==> src/rtl/variable_latency_bank_ctrl.sv <==
// rtl/variable_latency_bank_ctrl.sv - credit-based target controller for one fixed-latency SRAM bank
module variable_latency_bank_ctrl #(
    parameter int NumIn         = 32,
    parameter int AddrMemWidth  = 12,
    parameter int DataWidth     = 32,
    parameter int BeWidth       = DataWidth / 8,
    parameter int MemLatency    = 1,
    parameter int RespFifoDepth = MemLatency + 1,
    localparam int IniW         = (NumIn > 1) ? $clog2(NumIn) : 1
) (
    input  logic                    clk_i,
    input  logic                    rst_i,
    input  logic                    req_valid_i,
    output logic                    req_ready_o,
    input  logic [IniW-1:0]         req_ini_addr_i,
    input  logic [AddrMemWidth-1:0] req_tgt_addr_i,
    input  logic                    req_wen_i,
    input  logic [DataWidth-1:0]    req_wdata_i,
    input  logic [BeWidth-1:0]      req_be_i,
    output logic                    resp_valid_o,
    input  logic                    resp_ready_i,
    output logic [IniW-1:0]         resp_ini_addr_o,
    output logic [DataWidth-1:0]    resp_rdata_o,
    output logic                    mem_req_o,
    output logic                    mem_we_o,
    output logic [AddrMemWidth-1:0] mem_addr_o,
    output logic [DataWidth-1:0]    mem_wdata_o,
    output logic [BeWidth-1:0]      mem_be_o,
    input  logic [DataWidth-1:0]    mem_rdata_i
);

    localparam int CntW = $clog2(RespFifoDepth + 1);
    localparam int PtrW = (RespFifoDepth > 1) ? $clog2(RespFifoDepth) : 1;

    if (MemLatency < 1) begin : g_bad_latency
        $fatal(1, "MemLatency must be at least 1");
    end
    if (RespFifoDepth < 1) begin : g_bad_depth
        $fatal(1, "RespFifoDepth must be at least 1");
    end

    // Credits: reads in the SRAM pipeline plus entries waiting in the FIFO.
    logic [CntW-1:0]      cnt;
    logic [CntW-1:0]      fifo_cnt;
    logic [PtrW-1:0]      wr_ptr;
    logic [PtrW-1:0]      rd_ptr;
    logic [MemLatency-1:0] pipe_vld;
    logic [IniW-1:0]      pipe_tag  [MemLatency];
    logic [IniW-1:0]      fifo_tag  [RespFifoDepth];
    logic [DataWidth-1:0] fifo_data [RespFifoDepth];

    logic            accept;
    logic            rd_accept;
    logic            exit_vld;
    logic [IniW-1:0] exit_tag;
    logic            fifo_empty;
    logic            resp_fire;
    logic            push;
    logic            pop;

    function automatic logic [PtrW-1:0] next_ptr(input logic [PtrW-1:0] p);
        return (p == PtrW'(RespFifoDepth - 1)) ? '0 : p + PtrW'(1);
    endfunction

    // Ready depends only on the credit register (and reset), never on resp_ready_i.
    assign req_ready_o = ~rst_i & (cnt < CntW'(RespFifoDepth));
    assign accept      = req_valid_i & req_ready_o;
    assign rd_accept   = accept & ~req_wen_i;

    assign mem_req_o   = accept;
    assign mem_we_o    = req_wen_i;
    assign mem_addr_o  = req_tgt_addr_i;
    assign mem_wdata_o = req_wdata_i;
    assign mem_be_o    = req_be_i;

    assign exit_vld   = pipe_vld[MemLatency-1];
    assign exit_tag   = pipe_tag[MemLatency-1];
    assign fifo_empty = (fifo_cnt == '0);

    // Fall-through: an empty FIFO presents the SRAM data the cycle it arrives.
    assign resp_valid_o    = fifo_empty ? exit_vld    : 1'b1;
    assign resp_ini_addr_o = fifo_empty ? exit_tag    : fifo_tag[rd_ptr];
    assign resp_rdata_o    = fifo_empty ? mem_rdata_i : fifo_data[rd_ptr];
    assign resp_fire       = resp_valid_o & resp_ready_i;

    // A bypassed response that is taken immediately never enters the FIFO.
    assign push = exit_vld & ~(fifo_empty & resp_ready_i);
    assign pop  = resp_fire & ~fifo_empty;

    // Shift read valid/tag alongside the SRAM latency; reset drops in-flight reads.
    always_ff @(posedge clk_i) begin
        if (rst_i) begin
            pipe_vld <= '0;
        end else begin
            pipe_vld[0] <= rd_accept;
            for (int i = 1; i < MemLatency; i++) begin
                pipe_vld[i] <= pipe_vld[i-1];
            end
        end
        pipe_tag[0] <= req_ini_addr_i;
        for (int i = 1; i < MemLatency; i++) begin
            pipe_tag[i] <= pipe_tag[i-1];
        end
    end

    // Response FIFO storage and pointers.
    always_ff @(posedge clk_i) begin
        if (rst_i) begin
            wr_ptr   <= '0;
            rd_ptr   <= '0;
            fifo_cnt <= '0;
        end else begin
            if (push) begin
                fifo_tag[wr_ptr]  <= exit_tag;
                fifo_data[wr_ptr] <= mem_rdata_i;
                wr_ptr            <= next_ptr(wr_ptr);
            end
            if (pop) begin
                rd_ptr <= next_ptr(rd_ptr);
            end
            if (push && !pop) begin
                fifo_cnt <= fifo_cnt + CntW'(1);
            end else if (pop && !push) begin
                fifo_cnt <= fifo_cnt - CntW'(1);
            end
        end
    end

    // Credit counter: a read takes a credit, a response handshake returns it.
    always_ff @(posedge clk_i) begin
        if (rst_i) begin
            cnt <= '0;
        end else if (rd_accept && !resp_fire) begin
            cnt <= cnt + CntW'(1);
        end else if (resp_fire && !rd_accept) begin
            cnt <= cnt - CntW'(1);
        end
    end

endmodule

==> config.mk <==
export PLATFORM = sky130hd
export DESIGN_NAME = variable_latency_bank_ctrl
export DESIGN_NICKNAME = d
export VERILOG_FILES = /design/src/rtl/variable_latency_bank_ctrl.sv
export SDC_FILE = /design/constraint.sdc
export NUM_CORES = 1
export LEC_CHECK = 0
export ABC_AREA = 1
export CORE_UTILIZATION = 43
export CTS_BUF_LIST = sky130_fd_sc_hd__clkbuf_2
export DETAILED_ROUTE_END_ITERATION = 12
export DONT_BUFFER_PORTS = 1
export GPL_ROUTABILITY_DRIVEN = 0
export PLACE_DENSITY = 0.61
export SYNTH_ARGS = -nofsm -noshare
export SYNTH_HDL_FRONTEND = slang
export SYNTH_SLANG_ARGS = --single-unit
==> constraint.sdc <==
create_clock -name clk_i -period 5.15 [get_ports clk_i]
set_input_delay 0.2575 -clock clk_i [delete_from_list [all_inputs] [get_ports clk_i]]
set_output_delay 0.2575 -clock clk_i [all_outputs]
set_load 0.05 [all_outputs]
==> impl_metrics.env <==
export IMPL_whs_ns=0.110
export IMPL_slew_limit_headroom_pct=24.4
export IMPL_drcViolationCount=11
export IMPL_r2r_setup_slack_ns=3.00
export IMPL_antenna_found_initial=0
export IMPL_vias=2466
export IMPL_placed_cells=443
export IMPL_antenna_diode_count=0
export IMPL_path_max_fanout=44
export IMPL_pwr_share_seq_pct=57.4
export IMPL_rr_worst_depth=9
export IMPL_whs_path_depth=1
export IMPL_grt_max_degree=57
export IMPL_fmax_mhz=348
export IMPL_finish_instance_area_mm2=0.00430
export IMPL_seq_area_mm2=0.00248
export IMPL_power_internal_uw=942
export IMPL_nNetsFinal=479
export IMPL_crit_path_end_kind="primary output"
export IMPL_post_dp_cell_area_mm2=0.00376
export IMPL_ys_seq_area_share_pct=62.1
export IMPL_drive_gt1_share_pct=8.91
export IMPL_period_share_pct=55.7
export IMPL_power_density_mw_per_mm2=317
export IMPL_arrival_ns=2.61
export IMPL_avgSynthCellArea_um2=10.3
export IMPL_crit_type="flip-flop to primary output"
export IMPL_clk_pin_slew_ns=0.27
export IMPL_die_y_um=98.4
export IMPL_yosys_top_cells_count="87 x nand2_1, 74 x edfxtp_1, 72 x o21ai_0"
export IMPL_clock_latency_ns=0.53
export IMPL_final_setup_tns_ns=0
export IMPL_grt_pass1_wl_um=11900
export IMPL_drt_iter0_drc=132
export IMPL_dp_hpwl_um=4490
export IMPL_drt_total_wl_um=7500
export IMPL_crit_required_ns=4.89
export IMPL_fin_worst_skew_ns=0.0375
export IMPL_finalNonFillerCells=501
export IMPL_final_core_util_pct=48.6
export IMPL_setup_slack_ns=2.28
export IMPL_viasPerCell=4.92
export IMPL_h_tree_depth=3
export IMPL_ant_nets=0
export IMPL_pwr_share_clk_pct=26.0
export IMPL_routedWlPerCell_um=15.0
export IMPL_wl_met2_um=3880
export IMPL_die_area_mm2=0.00968
export IMPL_synth_flop_cell="edfxtp_1"
export IMPL_p_switching_uw=422
export IMPL_rsz0062_at_grt="no"
export IMPL_top_layer_used="met4"
export IMPL_swShare_pct=30.9
export IMPL_synth_edf_count=74
export IMPL_clkSinkCount=87
export IMPL_clockRootBuffer="clkbuf_2"
export IMPL_synth_seq_cells=87
export IMPL_startpoint_type="flip-flop"
export IMPL_violations="DRC"
export IMPL_synth_top_cell_by_area="edfxtp_1"
export IMPL_numCtsBuffers=9
export IMPL_synth_fp_nets=479
export IMPL_synth_top_area_share_pct=55.6
export IMPL_max_cap_viol_count=0
export IMPL_start_util_pct=45.1
export IMPL_netlist_instances=388
export IMPL_synth_top_cells_by_area="edfxtp_1 56%, buf_4 9.4%, o21ai_0 9.0%"
export IMPL_grtUsageTotal_pct=16.0
export IMPL_die_w_um=98.4
export IMPL_period_minus_slack_ns=2.87
export IMPL_multi_input_area_um2=871
export IMPL_synthDistinctLibCells=23
export IMPL_hold_viol_final=0
export IMPL_yosysMostFrequentCell="nand2_1"
export IMPL_yosys_warnings=0
export IMPL_port_buffers=0
export IMPL_vdd_ir_drop_max_mv=0.146
export IMPL_setup_viol=0
export IMPL_power_leakage_nw=1.64
export IMPL_totalPowerFinal_mw=1.36
export IMPL_status="finished, violations left"
export IMPL_drt_first_pass_iters=13
export IMPL_hp_class="input port to flip-flop"
export IMPL_grt_overflow_total=0
export IMPL_p_comb_share_pct=16.6
export IMPL_ys_async_sr_fraction_pct=0
export IMPL_coreArea_mm2=0.00885
export IMPL_cts_buffer_depth=2
export IMPL_fill_cells=824
export IMPL_met3WireLength_um=416
export IMPL_num_io_pins=179
export IMPL_pre_cts_slack_ns=2.86
export IMPL_post_cts_buffers=0
export IMPL_grt_pass1_vias=2455
export IMPL_row_count=34
export IMPL_m1WireLength_um=3090
export IMPL_cts_tree="built"
export IMPL_tightest_slew_ns=1.13
export IMPL_synth_area_mm2=0.00400
export IMPL_final_max_slew_viol_count=0
export IMPL_syn_to_final_growth_pct=7.55
[path summary, 6_finish.rpt]
check,start,to
max,flip-flop,resp_rdata_o[16]
max reg2reg,fifo_cnt[0],cnt[1]
min reg2reg,pipe_tag[0][3],fifo_tag[1][3]
min,rst_i,fifo_data[0][29]
[sequential cells by signal, indices dropped and copies added, names as in the netlist, named ones only]
| name | flops |
|---|---|
| cnt | 2 |
| exit_vld | 1 |
| fifo_cnt | 2 |
| fifo_data | 64 |
| fifo_tag | 10 |
| pipe_tag | 5 |
| rd_ptr | 1 |
| wr_ptr | 1 |
[critical path, cell delays in order, from the launching register on]
cell     delay (ns)
dfxtp_2        0.67
buf_4          0.45
o21ai_0        0.17
o21ai_1        0.80
[final cells by class]
class	instances	share of cell area, %
clock inverters	7	1.66
inverters	46	4.02
well taps	108	3.15
repair buffers	55	12.1
flip-flops and latches	87	57.8
multi-input cells	189	20.3
clock buffers	9	1.05
[logic make-up (layout without fill, tap and decap cells)]
| logic type | after synthesis | count (layout) | synth area share [%] |
|---|---|---|---|
| flip-flops | 87 | 87 | 62.1 |
| adder cells (fa/ha/maj) | 1 | 1 | 0.313 |
| buffers and inverters | 112 | 117 | 16.4 |
| AND/OR/NAND/NOR | 106 | 106 | 10.7 |
| AO/OA/AOI/OAI | 82 | 82 | 10.4 |
[layer usage]
layer / up-vias / global-route usage [%]
li1: 1235 / -
met1: 1127 / 18.2
met2: 89 / 28.3
met3: 15 / 4.15
met4: 0 / 7.00
met5: - / 0
[cells in the final DEF (no fill, tap or decap)]
| cell | netlist | layout |
|---|---|---|
| edfxtp_1 | 74 | 74 |
| nand4_1 | 1 | 1 |
| nor4_1 | 2 | 2 |
| ha_1 | 1 | 1 |
| o21ai_1 | 4 | 28 |
| nand2_1 | 87 | 87 |
| nor2_1 | 8 | 7 |
| bufinv_16 | 0 | 1 |
| dfxtp_1 | 13 | 12 |
| nand2_4 | 1 | 1 |
| nor2_4 | 1 | 2 |
| a21oi_1 | 4 | 4 |
| o31ai_1 | 1 | 1 |
| nor3_2 | 0 | 1 |
| or2_2 | 1 | 1 |
| dfxtp_2 | 0 | 1 |
| nand3_1 | 3 | 3 |
| dlygate4sd3_1 | 0 | 42 |
| nor3_1 | 2 | 1 |
| clkinv_1 | 0 | 1 |
| inv_1 | 46 | 46 |
| clkinvlp_4 | 0 | 2 |
| a21oi_2 | 1 | 1 |
| inv_6 | 0 | 2 |
| clkinv_2 | 0 | 1 |
| clkbuf_2 | 2 | 9 |
| o21ai_0 | 72 | 48 |
| buf_4 | 50 | 13 |
[power groups by stage]
| stage | combinational [mW] | sequential, mW | clock, mW |
|---|---|---|---|
| floorplan | 0.280 | 0.794 | 0 |
| global route | 0.242 | 0.784 | 0.390 |
| finish | 0.227 | 0.782 | 0.355 |
| global placement | 0.197 | 0.797 | 0 |
| detailed placement | 0.197 | 0.798 | 0 |
| CTS | 0.228 | 0.782 | 0.367 |
[repair_timing]
item | CTS | global route
hold buffers | 42 | 0
gates resized for setup | 0 | 0
hold endpoints to repair | 77 | 0
Power figures use the tool's default switching activity.
